File: src/rtl/mdu_iter_core.sv
// Iterative multiply/divide unit: latency-padded multiply and a 32-step restoring divider.
// Optional macro MDU_DIV0_FAST_EN completes a divide by zero in one cycle.
module mdu_iter_core #(
  parameter int unsigned MUL_LAT = 5
) (
  input  logic        clk,
  input  logic        reset,
  input  logic        start,
  input  logic [1:0]  op,
  input  logic [31:0] src_a,
  input  logic [31:0] src_b,
  input  logic        flush,
  output logic        busy,
  output logic        done,
  output logic [31:0] hi_out,
  output logic [31:0] lo_out,
  output logic        div0
);

  typedef enum logic [2:0] {S_IDLE, S_MUL, S_DIV, S_FIX, S_DONE} state_e;

  state_e      state_q, state_d;
  logic [4:0]  cnt_q, cnt_d;
  logic [31:0] rem_q, rem_d;   // partial remainder, or product high word
  logic [31:0] quo_q, quo_d;   // dividend shifting into quotient, or product low word
  logic [31:0] dvs_q, dvs_d;
  logic        qneg_q, qneg_d;
  logic        rneg_q, rneg_d;
  logic        bzero_q, bzero_d;
  logic        busy_q, busy_d;
  logic        done_q, done_d;
  logic        div0_q, div0_d;
  logic [31:0] hi_q, hi_d;
  logic [31:0] lo_q, lo_d;

  logic        sgn;
  logic [63:0] ext_a, ext_b;
  logic [31:0] mag_a, mag_b;
  logic [32:0] shl;
  logic        sub_ok;

  always_comb begin
    // NOTE: every signal gets a default first so no path through the case infers a latch.
    state_d = state_q;
    cnt_d   = cnt_q;
    rem_d   = rem_q;
    quo_d   = quo_q;
    dvs_d   = dvs_q;
    qneg_d  = qneg_q;
    rneg_d  = rneg_q;
    bzero_d = bzero_q;
    hi_d    = hi_q;
    lo_d    = lo_q;
    div0_d  = 1'b0;

    sgn    = ~op[0];
    ext_a  = {{32{sgn & src_a[31]}}, src_a};
    ext_b  = {{32{sgn & src_b[31]}}, src_b};
    mag_a  = (sgn & src_a[31]) ? -src_a : src_a;
    mag_b  = (sgn & src_b[31]) ? -src_b : src_b;
    shl    = {rem_q, quo_q[31]};
    sub_ok = shl >= {1'b0, dvs_q};

    if (flush) begin
      state_d = S_IDLE;
    end else begin
      case (state_q)
        S_IDLE, S_DONE: begin
          state_d = S_IDLE;
          if (start) begin
            bzero_d = op[1] & (src_b == '0);
            if (!op[1]) begin
              state_d        = S_MUL;
              cnt_d          = 5'(MUL_LAT - 1);
              {rem_d, quo_d} = ext_a * ext_b;
            end else begin
              state_d = S_DIV;
              cnt_d   = 5'd31;
              rem_d   = '0;
              quo_d   = mag_a;
              dvs_d   = mag_b;
              qneg_d  = sgn & (src_a[31] ^ src_b[31]);
              rneg_d  = sgn & src_a[31];
`ifdef MDU_DIV0_FAST_EN
              if (src_b == '0) begin
                state_d = S_DONE;
                hi_d    = src_a;
                lo_d    = '1;
                div0_d  = 1'b1;
              end
`endif
            end
          end
        end
        S_MUL: begin
          if (cnt_q == '0) begin
            state_d = S_DONE;
            hi_d    = rem_q;
            lo_d    = quo_q;
          end else begin
            cnt_d = cnt_q - 5'd1;
          end
        end
        S_DIV: begin
          rem_d = sub_ok ? 32'(shl - {1'b0, dvs_q}) : shl[31:0];
          quo_d = {quo_q[30:0], sub_ok};
          if (cnt_q == '0) state_d = S_FIX;
          else             cnt_d   = cnt_q - 5'd1;
        end
        S_FIX: begin
          state_d = S_DONE;
          hi_d    = rneg_q ? -rem_q : rem_q;
          lo_d    = qneg_q ? -quo_q : quo_q;
          div0_d  = bzero_q;
        end
        default: state_d = S_IDLE;
      endcase
    end

    busy_d = (state_d == S_MUL) || (state_d == S_DIV) || (state_d == S_FIX);
    done_d = (state_d == S_DONE);
  end

  always_ff @(posedge clk) begin
    // NOTE: state is updated with non-blocking assignments so every flop samples pre-edge values.
    if (!reset) begin
      state_q <= S_IDLE;
      cnt_q   <= '0;
      rem_q   <= '0;
      quo_q   <= '0;
      dvs_q   <= '0;
      qneg_q  <= 1'b0;
      rneg_q  <= 1'b0;
      bzero_q <= 1'b0;
      busy_q  <= 1'b0;
      done_q  <= 1'b0;
      div0_q  <= 1'b0;
      hi_q    <= '0;
      lo_q    <= '0;
    end else begin
      state_q <= state_d;
      cnt_q   <= cnt_d;
      rem_q   <= rem_d;
      quo_q   <= quo_d;
      dvs_q   <= dvs_d;
      qneg_q  <= qneg_d;
      rneg_q  <= rneg_d;
      bzero_q <= bzero_d;
      busy_q  <= busy_d;
      done_q  <= done_d;
      div0_q  <= div0_d;
      hi_q    <= hi_d;
      lo_q    <= lo_d;
    end
  end

  assign busy   = busy_q;
  assign done   = done_q;
  assign div0   = div0_q;
  assign hi_out = hi_q;
  assign lo_out = lo_q;

endmodule
File: config.mk
export PLATFORM = sky130hd
export DESIGN_NAME = mdu_iter_core
export DESIGN_NICKNAME = d
export VERILOG_FILES = /design/src/rtl/mdu_iter_core.sv
export SDC_FILE = /design/constraint.sdc
export NUM_CORES = 2
export LEC_CHECK = 0
export ABC_AREA = 0
export BUFFER_PORTS_ARGS = -buffer_cell sky130_fd_sc_hd__buf_4
export CAP_MARGIN = 20
export CORE_AREA = 5 5 357 324
export CTS_CLUSTER_DIAMETER = 40
export DETAILED_ROUTE_END_ITERATION = 16
export DIE_AREA = 0 0 362 329
export PLACE_DENSITY = 0.66
export SYNTH_ARGS = -nofsm -noshare
export SYNTH_HDL_FRONTEND = slang
export SYNTH_SLANG_ARGS = --single-unit
File: constraint.sdc
create_clock -name clk -period 18.1 [get_ports clk]
set_clock_uncertainty 0.1 [all_clocks]
set_input_delay 0.905 -clock clk [delete_from_list [all_inputs] [get_ports clk]]
set_output_delay 0.905 -clock clk [all_outputs]
set_load 0.05 [all_outputs]
# After elaboration in Yosys (flattened, before gate mapping)
# Index checks and enable logic that the tools add are counted.
# word_totals
reg_bits	174
input_bits	70
elab_cells	82
# op_classes
n_addsub	6
n_mul	1
n_lt_le_gt_ge	1
eq_ne	11
n_mux	25
n_bitwise	9
reduce_logical	16
# op_table
cell	n
$mux W32	11
$pmux W32 S2	4
$neg A32 Y32	4
$mul A33 B33 Y64	1
$ge A33 B32 Y1	1
$logic_not A32 Y1	1
$sub A32 B32 Y32	1
$mux W5	3
$eq A3 B2 Y1 const B	4
$pmux W3 S4	1
$pmux W5 S2	1
$mux W3	3
$reduce_and A3 Y1	3
$reduce_and A4 Y1	2
$eq A3 B1 Y1 const B	2
$eq A3 B3 Y1 const B	2
$ne A2 B2 Y1 const B	3
$reduce_bool A2 Y1	3
$logic_not A5 Y1	1
$sub A5 B1 Y5 const B	1
$and A1 B1 Y1	4
$mux W2	2
$not A1 Y1	4
$reduce_or A2 Y1	2
other kinds (4)	5

# Depth between registers and ports, before layout
# logic_depth
ltp_word	7
ltp_mapped	32
mapped_depth_nobuf	28

# Worst setup path before layout
# No wires, ideal clock.
# synth_timing
path_kind	input-to-reg
startpoint	in src_a[31]
endpoint	reg rem_q[31]
setup_time_ns	0.132
arrival_time_ns	8.872
required_time_ns	17.868
setup_slack_ns	8.995
path_stages	32
n_path_buf	4
path_cell_list	nor2b_1 clkbuf_1 clkbuf_1 clkbuf_1 nand2_1 inv_1 fa_1 inv_1 fa_1 inv_1 fa_1 fa_1 inv_1 fa_1 inv_1 fa_1 inv_1 fa_1 fa_1 inv_1 ha_1 clkbuf_1 a21o_1 a21o_1 a211o_1 a211oi_1 o21ai_0 a21o_1 a31oi_1 xnor2_1 a22oi_1 a21oi_1
# synth_between
elab_chain_cells	5
# synth_lines
element	line_no	rtl
from (decl)	10	input logic [31:0] src_a,
$and A1 B1 Y1	57	ext_a = {{32{sgn & src_a[31]}}, src_a};
$mul A33 B33 Y64 (*)	75	{rem_d, quo_d} = ext_a * ext_b;
$mux W32 (*)	72	if (!op[1]) begin
$mux W32 (*)	70	if (start) begin
$pmux W32 S2 (*)	67	case (state_q)
to (signal assigned)	143	rem_q <= rem_d;
to (decl)	24	logic [31:0] rem_q, rem_d;
# Every way passes the cells marked *; elsewhere a longest branch is shown, timed or not. The select of a mux whose other input is x is not followed.
# A chain may end at the register's enable or synchronous reset.

# Worst setup path after layout
# layout_timing
startpoint	in src_a[31]
endpoint	reg rem_q[28]
# The elaborated chain is that of the path after synthesis.

==> flow_metrics.py <==
metrics = {
    "yosys": {
        "yosys.area_share.simple": 0.161,
        "synth_edf_count": 0,
        "synth_cell_types": 68,
        "ys_ff_latch": 174,
        "synth_nets": 7235,
        "synth_fa_ha_area_frac": 0.517,
        "synth_compound_area_frac": 0.0950,
        "ys_warn_count": 0,
        "synthCells": 5789,
        "synth-async-reset-ratio": 0,
        "synth_flop_cell": "dfxtp_1",
        "syn-cell-area_mm2": 0.0497,
        "synth.avg_cell_area_um2": 8.58,
        "muxShareOfSynthArea": 0.00408,
        "synth_top_family_by_area": "adder cells",
        "synth-seq-area-share": 0.0701,
        "synth-xor-area-share": 0.0344,
    },
    "timing": {
        "timing.fmax_mhz": 102,
        "hold_viol": 0,
        "grt_setup_unrepaired": "no",
        "slew_headroom": 0.326,
        "period_minus_slack_ns": 9.81,
        "finalSetupTns_ns": 0,
        "setup_violations": 0,
        "tightest_slew_ns": 1.01,
        "slew_violations": 0,
        "fin_crit_sh": 0.542,
        "timing.final.ws_setup_ns": 8.29,
    },
    "clock_network": {
        "cts_sinks": 174,
        "post_cts_buffers": 0,
        "clockRootBuffer": "clkbuf_16",
        "path_clk_slew_ns": 0.07,
        "clk_latency_ns": 0.44,
        "cts_buffer_depth": 2,
        "cts_resized": 0,
        "cts_made_buffers": 17,
        "htreeDepth": 4,
        "cts.hold.buffers_added": 0,
        "cts_tree": "built",
    },
    "detailed_routing": {
        "first_iter_violations": 3760,
        "ant_nets": 0,
        "wirelength_mm": 153,
        "route.detailed.drc": 0,
        "vias": 39414,
        "first_pass_iters": 6,
        "wl_per_cell_um": 21.6,
        "wl_met2_mm": 68.6,
        "drt-met1-wl_mm": 64.9,
        "wl_met3_mm": 15.4,
        "highest_layer": "met5",
        "viasPerCell": 5.56,
    },
    "worst_setup_path": {
        "crit_arrival_ns": 10.07,
        "crit_fanout": 35,
        "path_delay_family": "adder cells",
        "crit_slowest_cell": "fa_1",
        "start_kind": "input pin",
        "crit_type": "input pin to register",
        "cp_common_cell": "fa_1",
        "path_buf_inv": 9,
        "cp.required_ns": 18.36,
        "cpPeakStageDelay_ns": 0.84,
        "crit_path_end_kind": "register",
    },
    "floorplanning": {
        "core_mm2": 0.112,
        "initial_core_util": 0.444,
        "row_count": 117,
        "die_h_um": 329,
        "die_area_mm2": 0.119,
        "pin_count": 137,
        "die_w_um": 362,
    },
    "global_routing": {
        "grt_overflow": 0,
        "grt_max_degree": 97,
        "grt_pass1_vias": 41514,
        "grt_pass1_wl_mm": 243,
        "antenna_found_initial": 16,
        "grt_usage": 0.262,
    },
    "final_layout": {
        "fin_nets": 7030,
        "design_area_mm2": 0.0520,
        "drive_above_1_share": 0.0377,
        "fin_cells": 7095,
        "final_common_cell": "inv_1",
        "mostFrequentLayoutCells": "inv_1 (1186), fa_1 (1126), nand2_1 (883)",
        "synthToLayoutAreaGrowth_pct": 4.64,
    },
    "outcome": {
        "outcome": "complete, no violations",
    },
    "placed_design": {
        "portBuffers": 136,
        "placed_cells": 7051,
        "dp_slack_ns": 7.50,
        "placed_area_mm2": 0.0513,
        "dpl.hpwl_mm": 115,
        "place_congestion": 0.936,
    },
    "min_path": {
        "hold_path.class": "register to register",
    },
    "job": {
        "drv_cap": 0,
    },
}
==> cells by family (layout without fill, tap and decap cells) <==
logic type,Yosys count,in the layout
fa+ha+maj,1376,1376
flops,174,174
mux,20,20
other cells,0,11
simple gates,1729,1729
compound gates,726,726
buf+inv,1569,1377
xor+xnor,195,195
==> layout make-up <==
class                      count  area [um^2]
clock buffer                  18          439
antenna                       11         27.5
clock inverter                14          166
timing repair buffer         158         1210
inverter                    1187         4460
sequential                   174         3480
multi-input combinational   4046        40400
tap                         1487         1860
fill                       10957        60000
==> stage by stage <==
stage	hold WS [ns]	util
after floorplan	0.314	-
after global placement	0.341	0.458
after detailed placement	0.344	0.458
after CTS	0.355	0.464
after global routing	0.385	0.464
final	0.355	0.464
==> sequential cells by signal (all words and copies together), names as in the netlist <==
register  cells
div0          1
dvs_q        32
cnt_q         5
busy          1
qneg_q        1
rneg_q        1
quo_q        32
rem_q        32
state_q       3
lo_out       32
bzero_q       1
done          1
hi_out       32
==> worst paths after layout <==
path               from    endpoint  slack [ns]  cells after the start
max           src_a[31]   rem_q[28]        8.29                     29
min          hi_out[29]  hi_out[29]        0.35                      2
max reg2reg   rem_q[15]   rem_q[12]       13.83                     12
min reg2reg  hi_out[29]  hi_out[29]        0.35                      2
==> cells in the mapped netlist (all sizes together), types with 7 or more instances <==
cell type	number	area share
fa	1126	0.45
nand4	22	0.0028
o31ai	28	0.0043
a211oi	82	0.012
o41ai	8	0.0014
or4	11	0.0018
nand2b	21	0.0026
nor2	226	0.017
o21a	26	0.0039
xor2	84	0.015
or3	28	0.0035
mux2i	18	0.0036
nor4	24	0.0030
inv	1187	0.090
nand2	883	0.067
nor3	51	0.0051
and3	22	0.0028
dfxtp	174	0.070
a21o	37	0.0056
a221oi	7	0.0012
xnor2	111	0.020
o211ai	36	0.0054
a22oi	8	0.0012
buf	54	0.0044
ha	250	0.063
a21boi	15	0.0023
o211a	38	0.0077
clkbuf	328	0.025
nand3	40	0.0040
o21ai	156	0.016
a31oi	19	0.0024
and2	360	0.045
a21oi	203	0.021
a311oi	17	0.0030
nor2b	20	0.0025
==> routing by layer <==
| layer | GRT usage | vias to the layer above |
|---|---|---|
| met5 | 0 | - |
| met4 | 0.0656 | 12 |
| met3 | 0.0596 | 281 |
| met2 | 0.415 | 1751 |
| met1 | 0.367 | 20230 |
| li1 | - | 17140 |
==> tightest hold or removal path, delay by kind of cell, from the launching register on <==
kind | cells | cell delay (ns)
compound gates | 1 | 0.05
flops | 1 | 0.31
simple gates | 1 | 0.05
Power is not shown: default switching activity piles up to over one toggle a cycle in this logic, so the estimate is an artifact.
